--- src/rtl/piso_serializer.sv ---
// Parallel-in, serial-out transmitter: one-word holding buffer in front of an
// MSB-first shift register. Successive words leave back-to-back with no gap.
module piso_serializer #(
  parameter int WIDTH = 4
) (
  input  logic             Clk,
  input  logic             Rst_n,
  input  logic             ShiftEn,
  input  logic             LoadValid,
  input  logic [WIDTH-1:0] ParallelIn,
  output logic             LoadReady,
  output logic             ShiftOut,
  output logic             Busy,
  output logic             FirstBit,
  output logic             Done,
  output logic             DbgState
);

  localparam int CW = (WIDTH > 1) ? $clog2(WIDTH) : 1;
  localparam logic [CW-1:0] LastCnt = CW'(WIDTH - 1);

  typedef enum logic {
    IDLE  = 1'b0,
    SHIFT = 1'b1
  } state_t;

  state_t           state;
  logic [WIDTH-1:0] shiftReg;
  logic [CW-1:0]    bitCnt;
  logic [WIDTH-1:0] holdData;
  logic             holdFull;

  // Load handshake: a word moves from ParallelIn into the holding buffer on
  // any edge where LoadValid && LoadReady. LoadReady is a pure register
  // decode (!holdFull), so it never depends combinationally on LoadValid;
  // while the buffer is full the source keeps its word and LoadValid is
  // ignored. Draining and accepting never share an edge.
  always_ff @(posedge Clk or negedge Rst_n) begin
    if (!Rst_n) begin
      state    <= IDLE;
      shiftReg <= '0;
      bitCnt   <= '0;
      holdData <= '0;
      holdFull <= 1'b0;
      Done     <= 1'b0;
    end else begin
      Done <= 1'b0;

      if (LoadValid && !holdFull) begin
        holdData <= ParallelIn;
        holdFull <= 1'b1;
      end

      case (state)
        IDLE: begin
          if (holdFull) begin
            shiftReg <= holdData;
            bitCnt   <= LastCnt;
            holdFull <= 1'b0;
            state    <= SHIFT;
          end
        end
        SHIFT: begin
          if (ShiftEn) begin
            if (bitCnt != '0) begin
              shiftReg <= {shiftReg[WIDTH-2:0], 1'b0};
              bitCnt   <= bitCnt - CW'(1);
            end else begin
              Done <= 1'b1;
              // Last bit consumed: chain straight into a waiting word.
              if (holdFull) begin
                shiftReg <= holdData;
                bitCnt   <= LastCnt;
                holdFull <= 1'b0;
              end else begin
                shiftReg <= '0;
                state    <= IDLE;
              end
            end
          end
        end
        default: state <= IDLE;
      endcase
    end
  end

  assign LoadReady = !holdFull;
  assign ShiftOut  = shiftReg[WIDTH-1];
  assign Busy      = (state == SHIFT);
  assign FirstBit  = (state == SHIFT) && (bitCnt == LastCnt);
  assign DbgState  = state;

endmodule

--- config.mk ---
export PLATFORM = sky130hd
export DESIGN_NAME = piso_serializer
export DESIGN_NICKNAME = d
export VERILOG_FILES = /design/src/rtl/piso_serializer.sv
export SDC_FILE = /design/constraint.sdc
export NUM_CORES = 1
export LEC_CHECK = 0
export BUFFER_PORTS_ARGS = -buffer_cell sky130_fd_sc_hd__buf_2
export CAP_MARGIN = 20
export CORE_MARGIN = 1
export CORE_UTILIZATION = 40
export DETAILED_ROUTE_END_ITERATION = 10
export GPL_ROUTABILITY_DRIVEN = 0
export PLACE_DENSITY = 0.67
export SLEW_MARGIN = 20
export SYNTH_ARGS = -nofsm -noshare
export SYNTH_HDL_FRONTEND = slang
export SYNTH_SLANG_ARGS = --single-unit
--- constraint.sdc ---
create_clock -name Clk -period 1.8 [get_ports Clk]
set_clock_uncertainty 0.15 [all_clocks]
set_input_delay 0.09 -clock Clk [delete_from_list [all_inputs] [get_ports Clk]]
set_output_delay 0.09 -clock Clk [all_outputs]
set_load 0.03 [all_outputs]
==> impl_results.md <==
- Status: finished clean
- Crit path cell chain: nor2b_1 -> mux2_2
- CTS max path bufs: 2
- Vias per inst: 5.08
- Fin area: between 700 and 800 µm²
- Nets@finish: 84
- Max incr delay on CP: roughly 0.46 ns
- Gr usage total: 16.9%
- Die width: about 40 µm
- Static leakage: 0.348 nW
- Cell taking the most area after synthesis: dfrtp_1
- Cell Area, Synth: 584 µm²
- Synth Area per Inst: between 10 and 15 µm²
- Slew @ Worst Pin: 0.391 ns
- Root Driver: clkbuf_4
- Clk Latency, worst-skew pair: 0.28 ns
- Startpoint Class: flop
- Reg clk slew, reported paths: ~0.08 ns
- Critical path class: reg -> reg
- Cell variety after synth: 18
- Setup bufs post-CTS: 0
- Required time of the critical path: between 1.5 and 2 ns
- HP Class: in -> async
- Clock Sinks: 13
- Starting Density: 43.8%
- Drt total wl: 1110 µm
- VDD IR-drop max: 1.06 mV
- Synth top area cells: dfrtp_1 56%, mux2_2 9.6%, a31oi_1 4.3%
- Dpl hpwl: around 810 µm
- Die area: 0.00162 mm²
- Worst Path Max Fanout: 8
- Grt ovf: 0
- I/O pin cnt: 14
- Vias in the first global route: 404
- Post-DR wirelength/cell: approximately 12 µm
- Fmax: 678 MHz
- Input/output buffers: 13
- DR iter-0 viols: 7
- Pwr/cell area: about 1700 mW/mm²
- Yosys warnings: 0
- Remaining antenna violation count: 0
- DRC: 0
- Fin crit share: 82.0%
- Drt first pass iters: 4
- Core ar.: 0.00133 mm²
- Largest net degree at the start of global routing: 14
- Crit path DAT: between 1 and 1.5 ns
- Post-synthesis cell count: 53
- Crit path capture type: flop
- Post-Syn Nets: 61
- Layout cells sized above 1: between 30% and 40%
- Sequential area share after synthesis: between 50% and 60%
- Final Max Tran Viols: 0
- Slowest CP cell: dfrtp_1
- Max-Slew Margin vs Limit: between 70% and 80%
- CTS tree: built
- Placed Instance Area: 663 µm²
- Routed via count: 457
- Initial antenna violation count: 0
- H-Tree Depth: 1
- Synth-to-Final Area Change: 28.3%
- Top cell family by delay on the critical path: flip-flops
- Minimum clock period: 1.48 ns
- Max cap viols: 0
- Die Y-Extent: 40.2 µm
- Setup TNS: 0 ns
- First-pass GRT wire length: 1680 µm
- Worst path bufs/invs: 0
- ANT cells: 0
- Synth top area share: a little under three fifths
- Total CTS buffers: 3
- Final Hold Fails: 0
- Rows: 13
- # setup viols final: 0
- RSZ-0062 raised after global routing: false
- Fill cell instance count of the final layout: between 100 and 150
- #FFs+latches synth: 13
timing repair:
item                      in CTS  in global routing
hold buffers                   6                  0
gates resized for setup        0                  0
hold endpoints to repair      18                  0
cell usage in the layout (no fill, tap or decap), types with 2 or more instances in the layout:
cell type,Yosys,routed
a31oi_1,4,4
dlygate4sd3_1,0,6
buf_2,1,13
o21ai_0,5,5
dfrtp_1,13,13
inv_1,4,4
nand3_1,4,4
nor2_1,5,5
mux2_2,5,5
clkbuf_4,0,3
a21oi_1,2,2
or2_4,2,2
worst reg2reg max path, stage by stage (launching register included):
cell,delay (ns)
dfrtp_1,0.46
nor2b_1,0.36
mux2_2,0.39
power breakdown:
group / switching [W] / internal, W / total, W
logic: 0.000331 / 0.000258 / 0.000589
registers: 0.000109 / 0.000430 / 0.000539
clock network: 0.0000934 / 0.0000861 / 0.000179
total: 0.000534 / 0.000774 / 0.00131
layout make-up:
cell class	instances	area, µm²	area share (%)
Clock buffer	4	26.3	3.51
Inverter	4	15.0	2.00
Multi-Input combinational cell	34	231	30.9
Sequential cell	13	325	43.4
Tap cell	15	18.8	2.50
Timing Repair Buffer	20	133	17.7
flip-flops by register name, indices dropped and copies added (netlist names):
signal / cells
Done: 1
holdData: 4
Busy: 1
bitCnt: 2
shiftReg: 4
holdFull: 1
synth_stat cells (all sizes together):
cell / instances
o21ai: 5
a21o: 1
o21a: 1
dfrtp: 13
nand3: 4
nor2: 5
and3: 1
a21oi: 2
o211ai: 1
nor3b: 1
nor2b: 1
a31o: 1
buf: 2
a31oi: 4
or2: 2
inv: 4
mux2: 5
stage by stage:
step / cells / hold slack, ns / util, % / total power [W] / worst slack, ns
after floorplan: 53 / -0.356 / - / 0.000978 / 0.375
after global placement: 80 / -0.161 / 49.7 / 0.00110 / 0.335
after detailed placement: 80 / -0.162 / 49.7 / 0.00113 / 0.332
after CTS: 90 / 0.0733 / 56.2 / 0.00132 / 0.311
after global routing: 90 / 0.0998 / 56.2 / 0.00140 / 0.251
final: 90 / 0.0599 / 56.2 / 0.00131 / 0.325
kinds of logic (layout without fill, tap and decap cells):
family                 Yosys count  count (layout)  share of synthesized area [%]
DFF                             13              13                           55.7
muxes                            5               5                           9.64
and+or+nand+nor                 14              14                           14.1
buffers and inverters            6              28                           4.71
AOI/OAI and AO/OA               15              15                           15.8
final timing paths:
| path | from | end | slack (ns) | depth (start not counted) |
|---|---|---|---|---|
| setup reg to reg | holdFull | holdData[2] | 0.32 | 2 |
| hold reg to reg | holdData[0] | holdData[0] | 0.37 | 1 |
| setup / recovery | holdFull | holdData[2] | 0.32 | 2 |
| min in group Clk | LoadValid | holdFull | 0.16 | 3 |
| max in group asynchronous | Rst_n | holdData[0] | 1.21 | 2 |
| hold / removal | Rst_n | bitCnt[1] | 0.06 | 2 |
layer usage:
layer	up-vias	part of all wire [%]	track usage (%)
met5	-	0	0
met4	0	1.6	10.0
met3	3	4.5	8.33
li1	233	-	-
met2	15	46	26.2
met1	206	48	18.5
Note: power is estimated with default switching activity, not from simulation.
